### src/rtl/fifo_pkg.sv
// Shared constants and types for the switch-datapath FIFOs and their control machine.
package fifo_pkg;

    localparam int DATA_W_DEF = 6;
    localparam int DEPTH_DEF  = 8;

    // Word layout: low nibble is payload, top two bits carry the traffic class.
    localparam int PAYLOAD_W = 4;
    localparam int CLASS_LSB = 4;
    localparam int CLASS_W   = 2;

    localparam int UMBRAL_W = 2;
    typedef logic [UMBRAL_W-1:0] umbral_t;

endpackage

### src/rtl/fifo_umbrales_if.sv
// Handshake, threshold and status bundle between a fifo_umbrales and its user.
interface fifo_umbrales_if #(
    parameter int DATA_W = fifo_pkg::DATA_W_DEF,
    parameter int DEPTH  = fifo_pkg::DEPTH_DEF
);
    import fifo_pkg::*;

    localparam int ADDR_W = $clog2(DEPTH);

    logic              push;
    logic [DATA_W-1:0] data_in;
    logic              pop;
    umbral_t           umbral_alto;
    umbral_t           umbral_bajo;
    logic [DATA_W-1:0] data_out;
    logic              valid_out;
    logic [ADDR_W:0]   count;
    logic              full;
    logic              empty;
    logic              almost_full;
    logic              almost_empty;
    logic              error;

    modport master (
        output push, data_in, pop, umbral_alto, umbral_bajo,
        input  data_out, valid_out, count, full, empty, almost_full, almost_empty, error
    );

    modport slave (
        input  push, data_in, pop, umbral_alto, umbral_bajo,
        output data_out, valid_out, count, full, empty, almost_full, almost_empty, error
    );

endinterface

### src/rtl/fifo_umbrales_mem_dp.sv
// DEPTH x DATA_W register array: one synchronous write port, one asynchronous read port.
module mem_dp #(
    parameter int DATA_W = 6,
    parameter int DEPTH  = 8,
    parameter int ADDR_W = $clog2(DEPTH)
) (
    input  logic              clk,
    input  logic              we_i,
    input  logic [ADDR_W-1:0] waddr_i,
    input  logic [DATA_W-1:0] wdata_i,
    input  logic [ADDR_W-1:0] raddr_i,
    output logic [DATA_W-1:0] rdata_o
);

    logic [DATA_W-1:0] mem_q [DEPTH];

    // NOTE: contents are deliberately not reset; validity is tracked by the pointers and count.
    always_ff @(posedge clk) begin
        if (we_i) begin
            mem_q[waddr_i] <= wdata_i;
        end
    end

    assign rdata_o = mem_q[raddr_i];

endmodule

### src/rtl/fifo_umbrales.sv
// Synchronous FIFO with almost-full/almost-empty thresholds and sticky overflow/underflow error.
// Define FIFO_FWFT_EN for first-word fall-through output; default is one-cycle registered read.
module fifo_umbrales
    import fifo_pkg::*;
#(
    parameter int DATA_W = DATA_W_DEF,
    parameter int DEPTH  = DEPTH_DEF,
    parameter int ADDR_W = $clog2(DEPTH)
) (
    input  logic          clk,
    input  logic          reset,
    fifo_umbrales_if.slave bus
);

    localparam logic [ADDR_W:0] DEPTH_C = (ADDR_W+1)'(DEPTH);

    logic [ADDR_W-1:0] wr_ptr_q, wr_ptr_d;
    logic [ADDR_W-1:0] rd_ptr_q, rd_ptr_d;
    logic [ADDR_W:0]   count_q, count_d;
    logic              error_q, error_d;
    logic [DATA_W-1:0] rdata;

    logic full, empty;
    logic push_acc, pop_acc;
    logic overflow, underflow;

    assign full  = (count_q == DEPTH_C);
    assign empty = (count_q == '0);

    // A pop frees a slot on the same edge, so a full FIFO can still take a push alongside it.
    assign push_acc  = bus.push && (!full || bus.pop);
    assign pop_acc   = bus.pop && !empty;
    assign overflow  = bus.push && full && !bus.pop;
    assign underflow = bus.pop && empty;

    mem_dp #(
        .DATA_W (DATA_W),
        .DEPTH  (DEPTH),
        .ADDR_W (ADDR_W)
    ) u_mem (
        .clk     (clk),
        .we_i    (push_acc),
        .waddr_i (wr_ptr_q),
        .wdata_i (bus.data_in),
        .raddr_i (rd_ptr_q),
        .rdata_o (rdata)
    );

    // NOTE: every next-state signal gets a default first so no latch is inferred.
    always_comb begin
        wr_ptr_d = wr_ptr_q;
        rd_ptr_d = rd_ptr_q;
        count_d  = count_q;
        error_d  = error_q | overflow | underflow;

        if (push_acc) begin
            wr_ptr_d = wr_ptr_q + ADDR_W'(1);
        end
        if (pop_acc) begin
            rd_ptr_d = rd_ptr_q + ADDR_W'(1);
        end

        case ({push_acc, pop_acc})
            2'b10:   count_d = count_q + (ADDR_W+1)'(1);
            2'b01:   count_d = count_q - (ADDR_W+1)'(1);
            default: count_d = count_q;
        endcase
    end

    // NOTE: sequential state uses non-blocking assignments only.
    always_ff @(posedge clk or posedge reset) begin
        if (reset) begin
            wr_ptr_q <= '0;
            rd_ptr_q <= '0;
            count_q  <= '0;
            error_q  <= 1'b0;
        end else begin
            wr_ptr_q <= wr_ptr_d;
            rd_ptr_q <= rd_ptr_d;
            count_q  <= count_d;
            error_q  <= error_d;
        end
    end

`ifdef FIFO_FWFT_EN
    assign bus.data_out  = rdata;
    assign bus.valid_out = !empty;
`else
    logic [DATA_W-1:0] data_out_q, data_out_d;
    logic              valid_out_q, valid_out_d;

    always_comb begin
        data_out_d  = data_out_q;
        valid_out_d = pop_acc;
        if (pop_acc) begin
            data_out_d = rdata;
        end
    end

    always_ff @(posedge clk or posedge reset) begin
        if (reset) begin
            data_out_q  <= '0;
            valid_out_q <= 1'b0;
        end else begin
            data_out_q  <= data_out_d;
            valid_out_q <= valid_out_d;
        end
    end

    assign bus.data_out  = data_out_q;
    assign bus.valid_out = valid_out_q;
`endif

    assign bus.count        = count_q;
    assign bus.full         = full;
    assign bus.empty        = empty;
    assign bus.error        = error_q;
    // Thresholds are zero-extended to the count width and take effect combinationally.
    assign bus.almost_full  = (count_q >= (DEPTH_C - (ADDR_W+1)'(bus.umbral_alto)));
    assign bus.almost_empty = (count_q <= (ADDR_W+1)'(bus.umbral_bajo));

endmodule

### src/flat_wrapper.sv
// flat-port wrapper written by rule: the top's interface ports become plain ports
module fifo_umbrales_flat import fifo_pkg::*;
#(
    parameter int DATA_W = DATA_W_DEF,
    parameter int DEPTH  = DEPTH_DEF,
    parameter int ADDR_W = $clog2(DEPTH)
)
  (clk, reset, bus_push, bus_data_in, bus_pop, bus_umbral_alto, bus_umbral_bajo, bus_data_out, bus_valid_out, bus_count, bus_full, bus_empty, bus_almost_full, bus_almost_empty, bus_error);
  fifo_umbrales_if #(.DATA_W(DATA_W), .DEPTH(DEPTH)) bus_i ();
  input  logic clk;
  input  logic reset;
  input wire logic [$bits(bus_i.push)-1:0] bus_push;
  input wire logic [$bits(bus_i.data_in)-1:0] bus_data_in;
  input wire logic [$bits(bus_i.pop)-1:0] bus_pop;
  input wire logic [$bits(bus_i.umbral_alto)-1:0] bus_umbral_alto;
  input wire logic [$bits(bus_i.umbral_bajo)-1:0] bus_umbral_bajo;
  output wire logic [$bits(bus_i.data_out)-1:0] bus_data_out;
  output wire logic [$bits(bus_i.valid_out)-1:0] bus_valid_out;
  output wire logic [$bits(bus_i.count)-1:0] bus_count;
  output wire logic [$bits(bus_i.full)-1:0] bus_full;
  output wire logic [$bits(bus_i.empty)-1:0] bus_empty;
  output wire logic [$bits(bus_i.almost_full)-1:0] bus_almost_full;
  output wire logic [$bits(bus_i.almost_empty)-1:0] bus_almost_empty;
  output wire logic [$bits(bus_i.error)-1:0] bus_error;
  assign bus_i.push = bus_push;
  assign bus_i.data_in = bus_data_in;
  assign bus_i.pop = bus_pop;
  assign bus_i.umbral_alto = bus_umbral_alto;
  assign bus_i.umbral_bajo = bus_umbral_bajo;
  assign bus_data_out = bus_i.data_out;
  assign bus_valid_out = bus_i.valid_out;
  assign bus_count = bus_i.count;
  assign bus_full = bus_i.full;
  assign bus_empty = bus_i.empty;
  assign bus_almost_full = bus_i.almost_full;
  assign bus_almost_empty = bus_i.almost_empty;
  assign bus_error = bus_i.error;
  fifo_umbrales #(.DATA_W(DATA_W), .DEPTH(DEPTH), .ADDR_W(ADDR_W)) u_core (.clk(clk), .reset(reset), .bus(bus_i));
endmodule
### config.mk
export PLATFORM = sky130hd
export DESIGN_NAME = fifo_umbrales_flat
export DESIGN_NICKNAME = d
export VERILOG_FILES = /design/src/rtl/fifo_pkg.sv /design/src/rtl/fifo_umbrales_if.sv /design/src/rtl/fifo_umbrales_mem_dp.sv /design/src/rtl/fifo_umbrales.sv /design/src/flat_wrapper.sv
export SDC_FILE = /design/constraint.sdc
export NUM_CORES = 1
export LEC_CHECK = 0
export CORE_ASPECT_RATIO = 1.5
export CORE_MARGIN = 5
export CORE_UTILIZATION = 55
export CTS_CLUSTER_DIAMETER = 40
export DETAILED_ROUTE_END_ITERATION = 7
export GPL_ROUTABILITY_DRIVEN = 0
export PLACE_DENSITY = 0.81
export SYNTH_ARGS = -nofsm -noshare
export SYNTH_HDL_FRONTEND = slang
export SYNTH_SLANG_ARGS = --single-unit
### constraint.sdc
create_clock -name clk -period 4.7 [get_ports clk]
set_input_delay 0.94 -clock clk [delete_from_list [all_inputs] [get_ports clk]]
set_output_delay 0.94 -clock clk [all_outputs]
set_load 0.05 [all_outputs]
; Yosys cells after proc, flatten, opt, wreduce, memory -nomap -nowiden
; Memory sizes are Yosys's and may differ from the RTL's. A register that Yosys moved wholly into a read port is not among the register bits.
; Cells that the tools add are included.
; Widths: inputs -> output; s select.
[word_totals]
word_cells = 32
reg_bits = 12
output_inout_bits = 16
mem_count = 1
mem_bits_rw = 48
latchBits = 0
mem_bits_ro = 0
inputBits = 14
[classes]
n_mux = 3
n_bitwise = 2
shifts = 0
n_lt_le_gt_ge = 2
n_eq_ne = 3
multipliers = 0
addsub = 5
div = 0
n_reduce_logical = 11
[mem_list]
columns = name, depth, word_bits, read_ports, rd_ports_with_merged_regs, write_ports, line
row1 = u_core.u_mem.mem_q, 8, 6, 1, 1, 1, fifo_umbrales_mem_dp.sv:15  ; logic [DATA_W-1:0] mem_q [DEPTH];
[ops]
columns = cell, n
row1 = $pmux 4 s2, 1
row2 = $add 3x1->3 const B, 2
row3 = $logic_and 1x1->1, 5
row4 = $add 4x1->4 const B, 1
row5 = $eq 4x4->1 const B, 1
row6 = $ge 4x4->1, 1
row7 = $le 4x2->1, 1
row8 = $logic_not 4->1, 1
row9 = $sub 4x1->4 const B, 1
row10 = $sub 4x2->4 const A, 1
row11 = $logic_not 1->1, 3
row12 = $eq 2x1->1 const B, 1
row13 = $eq 2x2->1 const B, 1
row14 = $mux 1, 2
row15 = $or 1x1->1, 2
row16 = $reduce_bool 2->1, 1
row17 = $logic_or 1x1->1, 1

; Longest topological paths before layout
; Gate-level depths: netlist of run 1.
[logic_depth]
ltp_word = 6
depth_mapped = 10
depth_no_buf = 10

; By module
; From an unflattened synthesis of run 1, not the netlist that was laid out.
[unflattened]
cells_unflattened = 185
hier_area_um2 = 2897.8
[modules_own_cells]
columns = mod, area_per_inst_um2, n_inst, cells_per_inst, seq_area_each_um2
row1 = mem_dp, 1901.8, 1, 82, 1441.4
row2 = fifo_umbrales, 996.0, 1, 103, 450.4

; Least setup slack after synthesis of run 1
; No wires, ideal clock.
[synth_timing]
kind = input port to output port
start = input bus_umbral_bajo[1]
end = output bus_almost_empty
path_slack_ps = 1310
required_time_ps = 3760
t_arrival_ps = 2450
path_buffers = 0
cell_stages = 5
path_cell_list = inv_1 > ha_1 > a21oi_1 > a21oi_1 > nor3_1
[synth_between]
elab_chain_len = 1
[synth_lines]
columns = element, line
row1 = "start, declared", flat_wrapper.sv:16  ; input wire logic [$bits(bus_i.umbral_bajo)-1:0] bus_umbral_bajo;
row2 = $le 4x2->1, fifo_umbrales.sv:120  ; assign bus.almost_empty = (count_q <= (ADDR_W+1)'(bus.umbral_bajo));
row3 = "end, declared", flat_wrapper.sv:23  ; output wire logic [$bits(bus_i.almost_empty)-1:0] bus_almost_empty;
; No other way between the ends.

; Final worst setup path of run 1
[layout_timing]
start = input bus_umbral_alto[0]
end = output bus_almost_full
[layout_between]
elab_chain_len = 2
[layout_lines]
columns = element, line
row1 = "start, declared", flat_wrapper.sv:15  ; input wire logic [$bits(bus_i.umbral_alto)-1:0] bus_umbral_alto;
row2 = $sub 4x2->4, fifo_umbrales.sv:119  ; assign bus.almost_full = (count_q >= (DEPTH_C - (ADDR_W+1)'(bus.umbral_alto)));
row3 = $ge 4x4->1, fifo_umbrales.sv:119
row4 = "end, declared", flat_wrapper.sv:22  ; output wire logic [$bits(bus_i.almost_full)-1:0] bus_almost_full;
; No other way between the ends.

==> flow_summary_export.csv, run 1 <==
group,metric,value,unit
synth,netlist_area,2930,um2
floorplanning,core,5160,um2
clock_tree,clock_sinks,66,
worst_setup_path,worstPathRequired,3.76,ns
finish,fin_nets,261,
global_route,overflow,0,
worst_setup_path,cp-start-kind,"input pin",
synth,synthesis.instances,197,
power_and_ir_drop,p_sw_share,39.2,%
route,drc,0,
power_and_ir_drop,combinationalPowerShare,42.2,%
finish,finalNonFillerCells,308,
worst_setup_path,endpoint_kind,"primary output",
floorplanning,dieArea,6910,um2
power_and_ir_drop,p_switching,0.906,mW
sta,tightest_slew,1.04,ns
worst_setup_path,critPathBufInv,4,
place,pre_cts_ws,0.526,ns
place,place_hpwl,3.63,mm
clock_tree,clock-root-buffer,"clkbuf_8",
floorplanning,io_pins,30,
finish,drive_gt1_share,16.7,%
global_route,grt_pass1_vias,1692,
route,firstDrtPassIters,4,
power_and_ir_drop,ir_drop,554,uV
clock_tree,clk_pin_slew_worst_paths,0.07,ns
worst_setup_path,crit_fanout,2,
sta,clock_skew,0.00937,ns
synth,synth_seq_cells,66,
hold_path,holdCritPathClass,"reg2reg",
run_status,status,"finished clean",
floorplanning,rows,32,
place,dp.cells,292,
finish,area_growth,17.8,%
sta,hold_viol_final,0,
worst_setup_path,crit_type,"in2out",
global_route,grt_antenna_before_repair,0,
clock_tree,cts-resized-gates,0,
floorplanning,fp.dieW,69.6,um
finish,diodes,0,
synth,seq_area_frac_synth,64.6,%
route,finalWirelength,5.15,mm
global_route,track_usage,15.8,%
synth,synth.distinct_cells,32,
sta,fmax,241,MHz
floorplanning,start_util,56.7,%
sta,setup_viol,0,
clock_tree,cts_buffer_depth,2,
power_and_ir_drop,power_frac_clock,19.7,%
power_and_ir_drop,p_leak,1.32,nW
floorplanning,die_h,99.3,um
worst_setup_path,path_common_cell,"a21o_1",
clock_tree,cts_tree,"built",
power_and_ir_drop,powerDensity,670,nW/um2
sta,post-route-min-period,4.15,ns
sta,period_share,88.2,%
place,numPortBuffers,29,
flow_run,maxCapViolCount,0,
clock_tree,worstSkewPairLatency,0.34,ns
route,ant_nets,0,
finish,final.fill_count,371,
synth,synth_fp_nets,223,
clock_tree,htreeDepth,3,
finish,final_cell_area,3450,um2
place,placed_area,3250,um2
route,dr_total_vias,1696,
sta,slew_headroom,29.8,%
power_and_ir_drop,pwr-share-seq,38.2,%
worst_setup_path,cp_top_family,"buffers and inverters",
worst_setup_path,crit_arrival,3.21,ns
route,post_drt_wl_per_cell,16.7,um
power_and_ir_drop,internal-power,1.40,mW
clock_tree,cts_setup_buffers,0,
clock_tree,ctsHoldBuffers,0,
sta,rsz0062_at_grt,"false",
clock_tree,cts_made_buffers,9,
route,dr.first_iter.drc_count,79,
worst_setup_path,slowest_stage,"clkdlybuf4s50_1",
sta,fin_tns_setup,0,ns
worst_setup_path,path_cells,"clkdlybuf4s50_1 > inv_1 > ha_1 > inv_1 > ha_1 > a21o_1 > a21o_1 > a21o_1 > clkdlybuf4s50_1",
sta,finalMaxSlewViolations,0,
sta,setup_slack,0.554,ns
sta,holdWs,0.478,ns
synth,synth_warnings,0,
global_route,grt_start_max_net_pins,27,
worst_setup_path,cp_slowest_stage_delay,0.69,ns
synth,syn_area_per_cell,14.9,um2
global_route,grt_pass1_wl,8.13,mm
route,post_drt_via_cell_ratio,5.51,
## layer usage
metal,track usage (%),wire (um),up-vias
li1,-,-,811
met1,16.6,2010,826
met2,28.2,2750,47
met3,4.04,210,12
met4,9.17,176,0
met5,0,0,-
## path summary, 6_finish.rpt
kind	startpoint	end	slack, ns	depth (start not counted)
setup / recovery	bus_umbral_alto[0]	bus_almost_full	0.55	9
hold reg to reg	u_core.bus.data_out[0]	u_core.bus.data_out[0]	0.48	2
setup reg to reg	u_core.bus.count[2]	u_core.bus.count[2]	1.90	10
hold / removal	u_core.bus.data_out[0]	u_core.bus.data_out[0]	0.48	2
min in group asynchronous	reset	u_core.bus.error	1.02	2
max in group asynchronous	reset	u_core.bus.count[0]	3.21	2
## per-stage QoR
step	utilization, %	power (mW)
detailed placement	63.0	1.88
floorplan	-	1.62
global placement	63.0	1.85
CTS	66.7	2.33
finish	66.7	2.31
global route	66.7	2.44
## power by group through the flow
stage | clock, mW | combinational (mW) | sequential [mW]
after floorplan | 0 | 0.582 | 1.04
after global placement | 0 | 0.966 | 0.886
after detailed placement | 0 | 0.984 | 0.892
after CTS | 0.460 | 0.987 | 0.881
after global routing | 0.490 | 1.05 | 0.901
final | 0.454 | 0.975 | 0.881
## layout make-up
class	instances	area (um2)	share of cell area [%]
timing repair buffer	31	305	8.86
inverter	10	37.5	1.09
multi-input combinational	117	935	27.1
sequential	66	1890	54.9
clock buffer	9	124	3.59
clock inverter	7	68.8	2.00
tap	68	85.1	2.47
## synthesized netlist by cell type, drive strengths merged
cell type   n  share of area (%)
edfxtp     48                 49
o21ai       7                2.0
nor2b       3               0.64
mux2i      12                4.1
nor3        6                1.0
o22ai       6                1.3
a211oi      1               0.26
xor2        5                1.5
or2         1               0.21
nand2      15                1.9
a221o       6                2.1
nand2b      4               0.85
and2        1               0.21
nor4        2               0.64
a21oi       5               0.85
a21o        3               0.77
or3         1               0.38
nor2        7               0.90
dfrtp      18                 15
buf         4                2.1
ha         12                5.1
inv        10                1.3
mux2       14                5.4
xnor2       4                1.2
o21bai      1               0.26
a21boi      1               0.38
## state kept, by name, summed over array words and instances, names as in the netlist
signal / flops
u_core.bus.valid_out: 1
u_core.bus.data_out: 6
u_core.bus.count: 4
u_core.wr_ptr_q: 3
u_core.bus.error: 1
u_core.rd_ptr_q: 3
u_core.u_mem.mem_q: 48
## kinds of logic after synthesis
family | share of synthesized area, %
compound gates | 7.82
xor+xnor | 2.69
flops | 64.6
buf+inv | 3.42
fa+ha+maj | 5.13
mux | 9.49
simple gates | 6.80
## placed cells by master, fill, tap and decap left out, types with 4 or more instances in the layout
cell              n
edfxtp_1         48
clkdlybuf4s50_1  29
dfrtp_1          18
nand2_1          15
mux2_2           13
mux2i_1          12
ha_1             12
inv_1             9
clkbuf_8          9
nor2_1            7
o22ai_1           6
a221o_1           6
nor3_1            6
a21oi_1           5
xor2_1            5
nand2b_1          4
xnor2_1           4
## worst reg2reg max path, cell delays in order, from the launching register on
cell     delay (ns)
dfrtp_1        0.48
or3_4          0.46
o21ai_4        0.40
inv_2          0.14
ha_1           0.30
xor2_1         0.18
ha_1           0.19
a21oi_1        0.15
xor2_1         0.16
nor2_1         0.07
xor2_1         0.14
Note: power is estimated with default switching activity, not from simulation.
==> run 2, diff against run 1 <==
--- a/config.mk
+++ b/config.mk
@@ -5,13 +5,15 @@
 export SDC_FILE = /design/constraint.sdc
 export NUM_CORES = 1
 export LEC_CHECK = 0
+export CAP_MARGIN = 30
 export CORE_ASPECT_RATIO = 1.5
 export CORE_MARGIN = 5
-export CORE_UTILIZATION = 55
+export CORE_UTILIZATION = 51
 export CTS_CLUSTER_DIAMETER = 40
 export DETAILED_ROUTE_END_ITERATION = 7
 export GPL_ROUTABILITY_DRIVEN = 0
-export PLACE_DENSITY = 0.81
+export PLACE_DENSITY = 0.79
+export SLEW_MARGIN = 20
 export SYNTH_ARGS = -nofsm -noshare
 export SYNTH_HDL_FRONTEND = slang
 export SYNTH_SLANG_ARGS = --single-unit
==> constraint.sdc (replaced) <==
create_clock -name clk -period 3.68 [get_ports clk]
set_input_delay 0.736 -clock clk [delete_from_list [all_inputs] [get_ports clk]]
set_output_delay 0.736 -clock clk [all_outputs]
set_load 0.05 [all_outputs]
==> flow_summary_export.csv, run 2 (same netlist as run 1, synthesis figures left out) <==
group,metric,value,unit
floorplanning,core,5530,um2
global_route,use_met1,18.4,%
worst_setup_path,path_common_cell,"a21o_1",
worst_setup_path,crit_arrival,2.50,ns
finish,final_common_cell,"edfxtp_1",
worst_setup_path,timing.rr.end,"u_core.bus.count[2]",
clock_tree,cts_buffer_depth,2,
floorplanning,start_util,52.9,%
finish,multiInputGateArea,935,um2
worst_setup_path,rrSetupSlack,0.90,ns
clock_tree,cts_made_buffers,9,
floorplanning,dieArea,7380,um2
sta,rsz0062_at_grt,"false",
global_route,track_usage,16.6,%
worst_setup_path,worstPathRequired,2.94,ns
sta,setup_viol,0,
global_route,grt_pass1_vias,1813,
finish,largest_register_ffs,48,
worst_setup_path,crit_fanout,2,
finish,largest-register,"u_core.u_mem.mem_q",
place,place_hpwl,3.63,mm
route,dr_total_vias,1651,
worst_setup_path,rr_startpoint,"u_core.bus.count[1]",
global_route,overflow,0,
worst_setup_path,path_depth,9,
route,dr.first_iter.drc_count,65,
finish,finalNonFillerCells,314,
power_and_ir_drop,ir_drop,517,uV
power_and_ir_drop,powerDensity,859,nW/um2
clock_tree,clock_sinks,66,
sta,fmax,309,MHz
clock_tree,ctsHoldBuffers,0,
route,firstDrtPassIters,4,
floorplanning,io_pins,30,
global_route,gr-usage-met2,29.0,%
finish,fin_nets,265,
run_status,status,"finished clean",
place,dp.cells,298,
finish,final.fill_count,443,
worst_setup_path,crit_type,"in2out",
power_and_ir_drop,p_leak,1.36,nW
clock_tree,clock-root-buffer,"clkbuf_8",
place,numPortBuffers,29,
flow_run,maxCapViolCount,0,
route,drc,0,
route,post_drt_wl_per_cell,16.5,um
worst_setup_path,critPathBufInv,4,
global_route,grt_start_max_net_pins,21,
floorplanning,die_h,103,um
sta,hold_viol_final,0,
finish,drive_gt1_share,18.9,%
clock_tree,clk_pin_slew_worst_paths,0.07,ns
global_route,grt_antenna_before_repair,0,
place,pre_cts_ws,0.430,ns
floorplanning,rows,33,
clock_tree,htreeDepth,3,
route,finalWirelength,5.18,mm
sta,clock_skew,0.00739,ns
clock_tree,cts_tree,"built",
finish,final_cell_mix,"edfxtp_1 (48), clkdlybuf4s50_1 (27), dfrtp_1 (18)",
sta,period_share,87.9,%
clock_tree,cts_setup_buffers,0,
worst_setup_path,path_cells,"clkdlybuf4s50_1 > inv_1 > ha_1 > inv_1 > ha_1 > a21o_1 > a21o_1 > a21o_1 > buf_4",
sta,tightest_slew,0.895,ns
global_route,busiest_layer,"met2",
finish,area_growth,19.9,%
sta,slew_headroom,40.3,%
sta,fin_tns_setup,0,ns
worst_setup_path,cp_slowest_stage_delay,0.48,ns
worst_setup_path,r2r_cells,10,
worst_setup_path,endpoint_kind,"primary output",
finish,final_cell_area,3510,um2
worst_setup_path,cp-start-kind,"input pin",
finish,seq_area,1890,um2
route,ant_nets,0,
global_route,grt_util_met3,4.88,%
clock_tree,cts-resized-gates,0,
worst_setup_path,startpoint,"bus_umbral_alto[0]",
sta,setup_slack,0.446,ns
hold_path,holdCritPathClass,"reg2reg",
clock_tree,worstSkewPairLatency,0.33,ns
floorplanning,fp.dieW,71.9,um
sta,finalMaxSlewViolations,0,
route,post_drt_via_cell_ratio,5.26,
global_route,grt_pass1_wl,8.84,mm
finish,diodes,0,
worst_setup_path,cp_top_family,"buffers and inverters",
worst_setup_path,crit_end,"bus_almost_full",
place,placed_area,3280,um2
worst_setup_path,slowest_stage,"clkdlybuf4s50_1",
sta,post-route-min-period,3.23,ns
run 2: worst min path at each step:
stage                                   to  slack, ns                   start  cells after the start
finish              u_core.bus.data_out[5]       0.48  u_core.bus.data_out[5]                      2
global route              u_core.bus.error       0.52        u_core.bus.error                      1
CTS                 u_core.bus.data_out[5]       0.49  u_core.bus.data_out[5]                      2
detailed placement  u_core.bus.data_out[1]       0.47  u_core.bus.data_out[1]                      2
global placement    u_core.bus.data_out[0]       0.46  u_core.bus.data_out[0]                      2
floorplan               u_core.rd_ptr_q[2]       0.51      u_core.rd_ptr_q[2]                      1
run 2: layout make-up:
type | count | share of cell area (%)
clock inverters | 2 | 0.357
well taps | 70 | 2.50
clock buffers | 14 | 6.13
inverters | 10 | 1.07
repair buffers | 35 | 9.41
multi-input cells | 117 | 26.6
flip-flops and latches | 66 | 53.9
run 2: worst register-to-register path, stage by stage (launching register included):
cell     delay [ns]
dfrtp_1        0.50
or3_4          0.45
o21ai_4        0.39
inv_2          0.14
ha_1           0.31
xor2_1         0.19
ha_1           0.19
a21oi_1        0.14
xor2_1         0.16
nor2_1         0.06
xor2_1         0.14
run 2: power by group:
part           internal [mW]  switching (mW)  total [mW]
Combinational          0.507           0.695        1.20
Clock                  0.381           0.260       0.641
Sequential             0.980           0.190        1.17
run 2: per-stage QoR:
stage	utilization, %	hold WS, ns	total power [mW]
2_1_floorplan	-	0.505	2.07
3_3_place_gp	59.3	0.461	2.36
3_5_place_dp	59.3	0.468	2.39
4_1_cts	63.4	0.486	3.04
5_1_grt	63.4	0.519	3.21
6_report	63.4	0.478	3.01
run 2: layer usage:
metal	up-vias	part of all wire (%)
met4	0	2.3
met3	8	2.3
met5	-	0
met2	27	56
met1	794	39
li1	822	-
==> patch 1 (settings of run 1) <==
Change the package constant `UMBRAL_W` from 2 to 4.
--- a/src/rtl/fifo_pkg.sv
+++ b/src/rtl/fifo_pkg.sv
@@ -9,7 +9,7 @@
     localparam int CLASS_LSB = 4;
     localparam int CLASS_W   = 2;
 
-    localparam int UMBRAL_W = 2;
+    localparam int UMBRAL_W = 4;
     typedef logic [UMBRAL_W-1:0] umbral_t;
 
 endpackage
Interface: changed (resized bus_umbral_alto and bus_umbral_bajo); port bits go from 30 to 34. No check against the original RTL was run, so the function may have changed too.
==> patch 1 against run 1 <==
Area after synthesis is 2.2% higher. Sequential cell count did not move. Final cell count up 4.9%. Sequential share of layout area down 2.0 points. Setup slack worse by 36 ps. Design area grew 3.7%. Routed wire length is 8.4% higher. Total power is 3.7% higher. Die area is 1.9% higher. Critical path type unchanged. Highest routed layer unchanged.
==> patch 1: results <==
export IMPL_status="finished clean"
export IMPL_ir_drop_uv=400.2
export IMPL_holdCritStartpoint="u_core.bus.error"
export IMPL_p_sw_uw=923.7
export IMPL_relSlewSlack=0.3495
export IMPL_dpl_cell_area_um2=3368
export IMPL_use_met3=0.04910
export IMPL_drive_gt1_frac=0.1304
export IMPL_avgRoutedWirePerCell_um=17.27
export IMPL_grt_max_degree=20
export IMPL_syn_avg_cell_area_um2=14.45
export IMPL_dr_total_vias=1799
export IMPL_place_port_buffers=33
export IMPL_crit_arrival_ps=3240
export IMPL_num_multi_input_gates=126
export IMPL_grt_pass1_wl_mm=8.935
export IMPL_holdPathEnd="u_core.bus.error"
export IMPL_p_comb_frac=0.415
export IMPL_grt_usage=0.1722
export IMPL_grtUsageMet2=0.3328
export IMPL_seqPwrFrac=0.380
export IMPL_seq_area_frac=0.5290
export IMPL_wl_met2_mm=3.213
export IMPL_buffers_excl_clock=35
export IMPL_p_leak_uw=0.001381
export IMPL_multiInputGateArea_um2=1006
export IMPL_clock_skew_ps=8.258
export IMPL_synth_compound_area_frac=0.08030
export IMPL_grtUsageMet1=0.1662
export IMPL_synth_xor_area_frac=0.03220
export IMPL_ys_seq_area_frac=0.6324
export IMPL_dr_pass1_iters=5
export IMPL_netlist_top_cells_count="edfxtp_1, dfrtp_1, ha_1, nand2_1"
export IMPL_synth_edf_count=48
export IMPL_synth_top_cells_by_area="edfxtp_1, dfrtp_1, ha_1, mux2_2, mux2i_1"
export IMPL_final_clk_cell_share=0.05808
export IMPL_met1Wirelength_mm=2.011
export IMPL_bufAreaShareNonClock=0.09657
export IMPL_wl_met3_um=281
export IMPL_whs_path_depth=1
export IMPL_regToRegSetupSlack_ps=1900
export IMPL_syn_nets=239
export IMPL_yosysUniqueCellTypes=33
export IMPL_synthMuxAreaShare=0.09745
export IMPL_drt_iter0_markers=72
## patch 1: cell count changes in the layout (fill, tap and decap cells not counted), moves of 3 or more
cell / run 1 / this run
clkinv_1: 0 / 3
o21ai_2: 3 / 0
a21oi_1: 5 / 1
clkdlybuf4s50_1: 29 / 33
o21ai_1: 3 / 6
## patch 1: critical path, cell delays in order
cell	delay, ps
clkdlybuf4s50_1	500
inv_1	50
ha_1	270
inv_1	40
ha_1	260
a21o_1	160
a21o_1	170
a21o_1	160
clkdlybuf4s50_1	690
## patch 1: through the flow
step	power (uW)	hold slack [ps]	util	worst slack [ps]	instances
5_1_grt	2525	471.5	0.6662	410.1	323
6_report	2396	454.4	0.6662	517.7	323
3_5_place_dp	1922	443.9	0.6275	503.4	307
4_1_cts	2416	458.1	0.6662	503.6	323
3_3_place_gp	1897	447.4	0.6275	543.6	307
2_1_floorplan	1640	505.3	-	1009	207
==> patch 2 (config.mk and constraints of run 1) <==
Without the edit above. Make the reset (`reset`) synchronous in 2 clocked blocks. Comments in the files are not updated.
--- a/src/rtl/fifo_umbrales.sv
+++ b/src/rtl/fifo_umbrales.sv
@@ -68,7 +68,7 @@
     end
 
     // NOTE: sequential state uses non-blocking assignments only.
-    always_ff @(posedge clk or posedge reset) begin
+    always_ff @(posedge clk) begin
         if (reset) begin
             wr_ptr_q <= '0;
             rd_ptr_q <= '0;
@@ -97,7 +97,7 @@
         end
     end
 
-    always_ff @(posedge clk or posedge reset) begin
+    always_ff @(posedge clk) begin
         if (reset) begin
             data_out_q  <= '0;
             valid_out_q <= 1'b0;
Formal check against the unedited RTL: differs if reset is asserted again (counterexample within 4 cycles, from zero or initial values and one cycle with reset high); with reset held inactive, the same outputs for 10 cycles.
==> patch 2 against run 1 <==
Area after synthesis shrank 4.2%. First-iteration DRC count down 11%. Total power decreased by 14%. Design area decreased by 2.7%. Synthesized cell count fell by 3.6%. Register-to-register slack better by 320 ps. Sequential cell count unchanged. Routed wire length shrank 5.9%. Setup slack worse by 27 ps. Die area is 3.7% lower. Non-clock buffer count shrank 1. Final cell count down 4.2%. Combinational power is 25% lower. Clock power up 7.9%. Critical endpoint unchanged. Largest cell class unchanged. Largest power group is now registers.
==> patch 2: results <==
export IMPL_hpwl_mm=3.395
export IMPL_ir_drop_uv=314.8
export IMPL_finalHoldViolations=0
export IMPL_grt_pass1_wl_mm=7.907
export IMPL_p_sw_uw=714.2
export IMPL_dr_total_vias=1588
export IMPL_yosysUniqueCellTypes=32
export IMPL_avgRoutedWirePerCell_um=16.41
export IMPL_ys_flop_type="edfxtp_1"
export IMPL_root_buffer="clkbuf_8"
export IMPL_yosysWarnings=0
export IMPL_synth_edf_count=48
export IMPL_status="finished clean"
export IMPL_critPathMaxFanout=2
export IMPL_largest_reg_flops=48
export IMPL_final_max_slew_viol_count=0
export IMPL_insertion_delay_ps=320
export IMPL_cts_max_path_buffers=2
export IMPL_crit_arrival_ps=3230
export IMPL_cts_htree_levels=3
export IMPL_min_path_type="register to register"
export IMPL_diodes=0
export IMPL_drive_gt1_frac=0.1572
export IMPL_drt_iter0_markers=70
export IMPL_clkTransAtPathRegs_ps=70
export IMPL_ys_seq_area_frac=0.6426
export IMPL_cts_buffers=9
export IMPL_syn_avg_cell_area_um2=14.76
export IMPL_p_seq_uw=770
export IMPL_grt_usage=0.1647
export IMPL_post_cts_setup_buffers=0
export IMPL_synth_top_cells_by_area="edfxtp_1, dfxtp_1, mux4_2, ha_1, nor2_1"
export IMPL_p_leak_uw=0.001198
export IMPL_place_inst=279
export IMPL_syn_nets=216
export IMPL_p_comb_frac=0.366
export IMPL_regMostFlops="u_core.u_mem.mem_q"
export IMPL_netlist_top_cells_count="edfxtp_1, nor2_1, dfxtp_1, ha_1, mux4_2"
export IMPL_finalNetCount=250
export IMPL_path_delay_family="buffers and inverters"
export IMPL_rows=31
export IMPL_grt_antenna_before_repair=0
export IMPL_clock_skew_ps=5.442
export IMPL_grt_max_degree=20
export IMPL_cts_resized=0
export IMPL_dr_pass1_iters=4
export IMPL_place_port_buffers=29
export IMPL_layout_cells_non_filler=295
export IMPL_n_fill_cell=363
export IMPL_relSlewSlack=0.2613
export IMPL_max_stage_delay_ps=690
export IMPL_async_reset_ff_frac=0
export IMPL_critPathSlowestCell="clkdlybuf4s50_1"
-- patch 2: worst register-to-register path, cell delays in order, from the launching register on --
cell,delay (ps)
dfxtp_1,420
or3_4,440
o21ai_2,260
ha_1,300
xor2_1,170
ha_1,160
a21oi_1,50
xor2_1,160
or3_1,300
a21oi_1,130
-- patch 2: worst paths after layout --
check	start	to	slack, ps	cells past startpoint
hold reg to reg	u_core.bus.error	u_core.bus.error	480	2
setup reg to reg	u_core.bus.count[1]	u_core.bus.count[2]	2220	9
hold / removal	u_core.bus.error	u_core.bus.error	480	2
setup / recovery	bus_umbral_alto[0]	bus_almost_full	530	9
-- patch 2: through the flow --
step	power, uW	hold slack [ps]	area (um2)	setup slack (ps)
after global placement	1504	450.2	3139	567.5
after floorplan	1319	462.2	2804	1310
after detailed placement	1518	470.4	3139	525.9
after global routing	2090	517.0	3353	444.4
final	1987	476.6	3353	526.6
after CTS	2008	486.1	3353	512.8
-- patch 2: layout make-up --
| cell class | count | share of cell area |
|---|---|---|
| clock inverter | 4 | 0.01455 |
| sequential | 66 | 0.5373 |
| inverter | 8 | 0.008955 |
| multi-input combinational | 109 | 0.2765 |
| clock buffer | 12 | 0.04925 |
| tap | 66 | 0.02463 |
| timing repair buffer | 30 | 0.08881 |
-- patch 2: routing by layer --
layer / global-route usage / part of all wire / routed length, um
met1: 0.2006 / 0.39 / 1904
met5: 0 / 0 / 0
met2: 0.2749 / 0.54 / 2599
met3: 0.04051 / 0.053 / 258
met4: 0.05972 / 0.016 / 79
-- patch 2: logic make-up after synthesis --
logic type	share of synthesized area
AOI/OAI and AO/OA	0.05489
xor gates and xnor gates	0.01874
adders and majority gates	0.05355
buffers and inverters	0.02677
DFF	0.6426
muxes	0.1111
and+or+nand+nor	0.09237
